$ cat src/rtl/gf_sram_arbiter.sv
// Two-port arbiter in front of a single-port GF SRAM macro (round-robin + lock).
// Define GF_SRAM_ARB_FIXED_PRIORITY_EN to make port 0 win all contention.
module gf_sram_arbiter #(
  parameter int WIDTH     = 8,
  parameter int ADDR_BITS = 9,
  parameter int MAX_LOCK  = 16
) (
  input  logic                 UserCLK,
  input  logic                 RESET_N,
  input  logic                 CONFIGURED_top,
  input  logic                 p0_req,
  input  logic                 p0_we,
  input  logic                 p0_lock,
  input  logic [ADDR_BITS-1:0] p0_addr,
  input  logic [WIDTH-1:0]     p0_wdata,
  input  logic [WIDTH-1:0]     p0_wmask,
  output logic                 p0_gnt,
  output logic                 p0_rvalid,
  output logic [WIDTH-1:0]     p0_rdata,
  input  logic                 p1_req,
  input  logic                 p1_we,
  input  logic                 p1_lock,
  input  logic [ADDR_BITS-1:0] p1_addr,
  input  logic [WIDTH-1:0]     p1_wdata,
  input  logic [WIDTH-1:0]     p1_wmask,
  output logic                 p1_gnt,
  output logic                 p1_rvalid,
  output logic [WIDTH-1:0]     p1_rdata,
  output logic                 CEN_SRAM,
  output logic                 GWEN_SRAM,
  output logic [WIDTH-1:0]     WEN_SRAM,
  output logic [ADDR_BITS-1:0] A_SRAM,
  output logic [WIDTH-1:0]     D_SRAM,
  input  logic [WIDTH-1:0]     Q_SRAM,
  output logic                 CLK_SRAM
);

  typedef enum logic {
    WAIT_CFG = 1'b0,
    RUN      = 1'b1
  } state_t;

  localparam logic [7:0] LOCK_MAX = 8'(MAX_LOCK);

  state_t               state;
  logic                 last;
  logic                 lock_port;
  logic [7:0]           lock_cnt;
  logic [ADDR_BITS-1:0] a_q;
  logic [WIDTH-1:0]     d_q;
  logic                 rv0;
  logic                 rv1;
  logic [WIDTH-1:0]     rd0_q;
  logic [WIDTH-1:0]     rd1_q;

  logic                 run;
  logic                 locked;
  logic                 hold0;
  logic                 hold1;
  logic                 free;
  logic                 prio0;
  logic                 g0;
  logic                 g1;
  logic                 gnt;
  logic                 w_we;
  logic                 w_lock;
  logic [ADDR_BITS-1:0] w_addr;
  logic [WIDTH-1:0]     w_wdata;
  logic [WIDTH-1:0]     w_wmask;
  logic [7:0]           cnt_nxt;

  // A nonzero lock count means lock_port owns this arbitration.
  always_comb begin
    run    = (state == RUN) && CONFIGURED_top;
    locked = lock_cnt != 8'd0;
    hold0  = locked && !lock_port && p0_req;
`ifdef GF_SRAM_ARB_FIXED_PRIORITY_EN
    hold1  = locked && lock_port && p1_req && !p0_req;
    prio0  = 1'b1;
`else
    hold1  = locked && lock_port && p1_req;
    prio0  = last;
`endif
    free   = !hold0 && !hold1;
    g0     = 1'b0;
    g1     = 1'b0;
    if (run) begin
      unique case (1'b1)
        hold0: g0 = 1'b1;
        hold1: g1 = 1'b1;
        free && p0_req && p1_req: begin
          g0 = prio0;
          g1 = !prio0;
        end
        free && p0_req && !p1_req: g0 = 1'b1;
        free && !p0_req && p1_req: g1 = 1'b1;
        default: ;
      endcase
    end
    gnt     = g0 || g1;
    w_we    = g1 ? p1_we    : p0_we;
    w_lock  = g1 ? p1_lock  : p0_lock;
    w_addr  = g1 ? p1_addr  : p0_addr;
    w_wdata = g1 ? p1_wdata : p0_wdata;
    w_wmask = g1 ? p1_wmask : p0_wmask;
    cnt_nxt = (locked && (lock_port == g1)) ? lock_cnt + 8'd1 : 8'd1;
  end

  assign p0_gnt    = g0;
  assign p1_gnt    = g1;
  assign CEN_SRAM  = !gnt;
  assign GWEN_SRAM = !(gnt && w_we);
  assign WEN_SRAM  = (gnt && w_we) ? ~w_wmask : '1;
  assign A_SRAM    = gnt ? w_addr  : a_q;
  assign D_SRAM    = gnt ? w_wdata : d_q;
  assign p0_rvalid = rv0;
  assign p1_rvalid = rv1;
  assign p0_rdata  = rv0 ? Q_SRAM : rd0_q;
  assign p1_rdata  = rv1 ? Q_SRAM : rd1_q;
  assign CLK_SRAM  = UserCLK;

  always_ff @(posedge UserCLK or negedge RESET_N) begin
    if (!RESET_N) begin
      state <= WAIT_CFG;
    end else begin
      unique case (state)
        WAIT_CFG: if (CONFIGURED_top) state <= RUN;
        RUN:      if (!CONFIGURED_top) state <= WAIT_CFG;
      endcase
    end
  end

  // Reaching LOCK_MAX drops ownership so the other port gets one turn.
  always_ff @(posedge UserCLK or negedge RESET_N) begin
    if (!RESET_N) begin
      last      <= 1'b1;
      lock_port <= 1'b0;
      lock_cnt  <= 8'd0;
      a_q       <= '0;
      d_q       <= '0;
    end else if (gnt) begin
      last <= g1;
      a_q  <= w_addr;
      d_q  <= w_wdata;
      if (w_lock && (cnt_nxt < LOCK_MAX)) begin
        lock_port <= g1;
        lock_cnt  <= cnt_nxt;
      end else begin
        lock_cnt  <= 8'd0;
      end
    end else begin
      lock_cnt <= 8'd0;
    end
  end

  always_ff @(posedge UserCLK or negedge RESET_N) begin
    if (!RESET_N) begin
      rv0   <= 1'b0;
      rv1   <= 1'b0;
      rd0_q <= '0;
      rd1_q <= '0;
    end else begin
      rv0 <= g0 && !p0_we;
      rv1 <= g1 && !p1_we;
      if (rv0) rd0_q <= Q_SRAM;
      if (rv1) rd1_q <= Q_SRAM;
    end
  end

endmodule

$ cat config.mk
export PLATFORM = sky130hd
export DESIGN_NAME = gf_sram_arbiter
export DESIGN_NICKNAME = d
export VERILOG_FILES = /design/src/rtl/gf_sram_arbiter.sv
export SDC_FILE = /design/constraint.sdc
export NUM_CORES = 1
export LEC_CHECK = 0
export BUFFER_PORTS_ARGS = -buffer_cell sky130_fd_sc_hd__buf_2
export CORE_AREA = 4 4 118 64
export CTS_CLUSTER_DIAMETER = 30
export CTS_CLUSTER_SIZE = 16
export DETAILED_ROUTE_END_ITERATION = 8
export DIE_AREA = 0 0 122 68
export SETUP_SLACK_MARGIN = 0.2
export SYNTH_ARGS = -nofsm -noshare
export SYNTH_HDL_FRONTEND = slang
export SYNTH_SLANG_ARGS = --single-unit
$ cat constraint.sdc
create_clock -name UserCLK -period 2.9 [get_ports UserCLK]
set_clock_uncertainty 0.15 [all_clocks]
set_input_delay 0.58 -clock UserCLK [delete_from_list [all_inputs] [get_ports UserCLK]]
set_output_delay 0.58 -clock UserCLK [all_outputs]
set_load 0.05 [all_outputs]
==> results.sh <==
export IMPL_total_leakage_power_nw=1.84
export IMPL_pin_count_of_the_biggest_net_entering_global_routing=28
export IMPL_critical_path_slowest_cell="sky130_fd_sc_hd__dfrtp_1"
export IMPL_hold_class="in -> reg"
export IMPL_io_pins=115
export IMPL_violations="negative setup slack"
export IMPL_synth_main_ff_cell="sky130_fd_sc_hd__dfrtp_1"
export IMPL_path_clk_slew_ns=0.07
export IMPL_floorplan_die_height_um=68
export IMPL_path_depth=11
export IMPL_final_setup_viol_count=26
export IMPL_power_ir_vdd_worst_mv=0.751
export IMPL_worstPathRequired_ns=2.17
export IMPL_synthArstFlopShare_pct=100
export IMPL_routed_via_count=2263
export IMPL_netlist_cell_types=39
export IMPL_ratio_of_cells_with_drive_above_1_in_the_final_layout_pct=61.7
export IMPL_firstDrtPassIters=4
export IMPL_num_antenna_cells=0
export IMPL_seq_area_frac_synth_pct=51.9
export IMPL_worstPathBufferInverterCount=5
export IMPL_critPathMostFrequentCell="sky130_fd_sc_hd__buf_6"
export IMPL_power_per_cell_area_nw_per_um2=725
export IMPL_insertion_delay_ns=0.40
export IMPL_worstHoldPathCells=1
export IMPL_grt_pass1_wl_um=11100
export IMPL_worstSetupPathType="reg -> out"
export IMPL_setup_worst_path_start_class="flip-flop"
export IMPL_die_area_sq_um=8300
export IMPL_drtAntennaViolNets=0
export IMPL_netlist_instances=220
export IMPL_finish_net_count=434
export IMPL_ys_warnings_count=0
export IMPL_crit_path_max_fanout=5
export IMPL_crit_path_start="lock_cnt[0]"
export IMPL_met3WireLength_um=654
export IMPL_row_count=21
export IMPL_design_power_total_mw=2.91
export IMPL_met2_wirelength_um=3480
export IMPL_fp_coreArea_sq_um=6490
export IMPL_flow_area_growth_from_synthesis_pct=80.8
export IMPL_final_critical_path_setup_slack_ns=-0.291
export IMPL_gr_ovfl_total=0
export IMPL_detail_route_iter0_violations=97
export IMPL_numPlacedInstances=427
export IMPL_post_synth_instance_area_sq_um=2220
export IMPL_track_usage_pct=17.6
export IMPL_worstReg2RegEnd="lock_cnt[1]"
export IMPL_hold_viol=0
export IMPL_flop2flop_setup_slack_ns=0.53
export IMPL_sum_of_net_half_perimeters_after_detailed_placement_um=5220
export IMPL_max_cap_viol_count=0
export IMPL_first_global_vias=2279
export IMPL_drt_drc_violations_left=0
export IMPL_timing_critical_path_arrival_ns=2.46
export IMPL_die_x_um=122
export IMPL_fmax_ghz=0.313
export IMPL_ff2ff_path_depth=10
export IMPL_post_layout_nonfiller_instances=458
export IMPL_antenna_violations_before_repair=0
export IMPL_outcome="finished with violations"
export IMPL_synth_avg_cell_area_sq_um=10.1
export IMPL_path_cells="inv_2 -> ha_4 -> nor4b_4 -> a21oi_1 -> nand3b_1 -> buf_6 -> buf_12 -> buf_16 -> nand3_2 -> a21o_1 -> buf_6"
export IMPL_drt_wirelength_per_cell_um=17.2
export IMPL_count_of_flip_flops_with_a_built_in_enable_after_synthesis=0
export IMPL_worst_path_dominant_cell_family="buffers and inverters"
export IMPL_tritoncts="done"
export IMPL_route_detailed_vias_per_inst=4.94
export IMPL_final_estimated_routing_congestion_in_global_placement=0.891
export IMPL_initial_utilization_pct=34.2
export IMPL_worst_setup_path_endpoint="WEN_SRAM[6]"
export IMPL_yosys_register_bits=46
export IMPL_final_period_utilization_pct=110
export IMPL_max_slew_violation_count=0
export IMPL_slowest_delay_ns=0.39
export IMPL_critical_path_endpoint_type="output pin"
export IMPL_rsz0062_at_grt="true"
export IMPL_crit_reg2reg_launch="lock_cnt[0]"
export IMPL_routedLengthMet1_um=3680
export IMPL_portBuffers=114
export IMPL_drt_total_wl_um=7880
export IMPL_finalCriticalPeriod_ns=3.19
export IMPL_highest_signal_layer="met4"
through the flow:
stage / hold slack, ns / utilization [%] / TNS (ns) / cell area, sq um / setup WS (ns)
5_1_grt: 0.175 / 61.9 / -8.52 / 4020 / -0.368
4_1_cts: 0.169 / 56.3 / -5.39 / 3650 / -0.222
6_report: 0.175 / 61.9 / -6.00 / 4020 / -0.291
3_3_place_gp: 0.226 / 48.9 / 0 / 3170 / 0.129
2_1_floorplan: 0.134 / - / 0 / 2430 / 0.108
3_5_place_dp: 0.222 / 48.9 / 0 / 3170 / 0.0708
where the power goes:
group	internal, mW	switching, mW
Sequential	0.781	0.0473
Combinational	0.418	0.808
Clock	0.509	0.348
cells by family after synthesis:
group                    share of synthesized area, %
AO/OA/AOI/OAI                                    15.2
other                                           0.169
buffers and inverters                            3.83
flip-flops                                       51.9
AND/OR/NAND/NOR                                  17.0
XOR/XNOR                                        0.789
multiplexers                                     10.0
adder cells (fa/ha/maj)                          1.13
how the worst min path moves through the flow:
stage / startpoint / to / slack (ns)
6_report: CONFIGURED_top / state / 0.17
5_1_grt: CONFIGURED_top / state / 0.17
4_1_cts: CONFIGURED_top / state / 0.17
3_5_place_dp: RESET_N / lock_cnt[1] / 0.22
3_3_place_gp: RESET_N / lock_cnt[1] / 0.23
2_1_floorplan: RESET_N / a_q[0] / 0.13
synthesized netlist by cell type, types with 2 or more instances:
master / n / area share, %
sky130_fd_sc_hd__nand3_1: 20 / 4.5
sky130_fd_sc_hd__mux2_2: 18 / 9.1
sky130_fd_sc_hd__nand4_1: 2 / 0.56
sky130_fd_sc_hd__mux2i_1: 2 / 0.90
sky130_fd_sc_hd__dfrtp_1: 45 / 51
sky130_fd_sc_hd__a21o_1: 8 / 2.7
sky130_fd_sc_hd__nand2_1: 20 / 3.4
sky130_fd_sc_hd__ha_1: 2 / 1.1
sky130_fd_sc_hd__nor2_1: 20 / 3.4
sky130_fd_sc_hd__inv_1: 4 / 0.68
sky130_fd_sc_hd__xor2_1: 2 / 0.79
sky130_fd_sc_hd__buf_2: 5 / 1.1
sky130_fd_sc_hd__nor4_1: 3 / 0.85
sky130_fd_sc_hd__a21oi_1: 37 / 8.3
sky130_fd_sc_hd__clkinv_1: 2 / 0.34
sky130_fd_sc_hd__clkbuf_1: 7 / 1.2
flip-flops by register name, indices dropped and copies added, names as in the netlist:
register and count:
a_q 9, d_q 8, lock_cnt 8, rd0_q 8, rd1_q 8, last 1
lock_port 1, p0_rvalid 1, p1_rvalid 1, state 1
metal layers:
| metal | vias to the layer above | global-route usage (%) |
|---|---|---|
| met1 | 1104 | 25.0 |
| met4 | 0 | 6.70 |
| met5 | - | 0 |
| met3 | 9 | 6.52 |
| met2 | 89 | 24.0 |
| li1 | 1061 | - |
layout by cell type, fill, tap and decap left out, types with 3 or more instances in the layout:
cell type / n
sky130_fd_sc_hd__buf_2: 86
sky130_fd_sc_hd__dfrtp_1: 45
sky130_fd_sc_hd__buf_6: 28
sky130_fd_sc_hd__a21oi_4: 26
sky130_fd_sc_hd__nor2_1: 20
sky130_fd_sc_hd__buf_4: 20
sky130_fd_sc_hd__mux2_2: 18
sky130_fd_sc_hd__nand2_1: 17
sky130_fd_sc_hd__nand3_1: 16
sky130_fd_sc_hd__clkbuf_16: 11
sky130_fd_sc_hd__a21oi_2: 8
sky130_fd_sc_hd__a21o_1: 8
sky130_fd_sc_hd__nand3_2: 4
sky130_fd_sc_hd__conb_1: 4
sky130_fd_sc_hd__buf_12: 4
sky130_fd_sc_hd__nand2_2: 3
sky130_fd_sc_hd__a21oi_1: 3
sky130_fd_sc_hd__nor4_1: 3
sky130_fd_sc_hd__buf_8: 3
repair_timing:
| action | 4_1_cts | 5_1_grt |
|---|---|---|
| hold buffers | 1 | 0 |
| endpoints found under the hold margin | 1 | 0 |
| cloned | 1 | 4 |
| endpoints found under the setup margin | 28 | 28 |
| gates resized for setup | 59 | 47 |
| pin swaps | 2 | 31 |
| setup buffers | 3 | 11 |
cell type report:
class	count	area (sq um)
clock buffer	9	205
clock inverter	3	25.0
fill	520	2470
inverter	6	25.0
multi-input combinational	157	1370
sequential	46	1150
tap	92	115
timing repair buffer	145	1130
(Power assumes the default switching activity.)
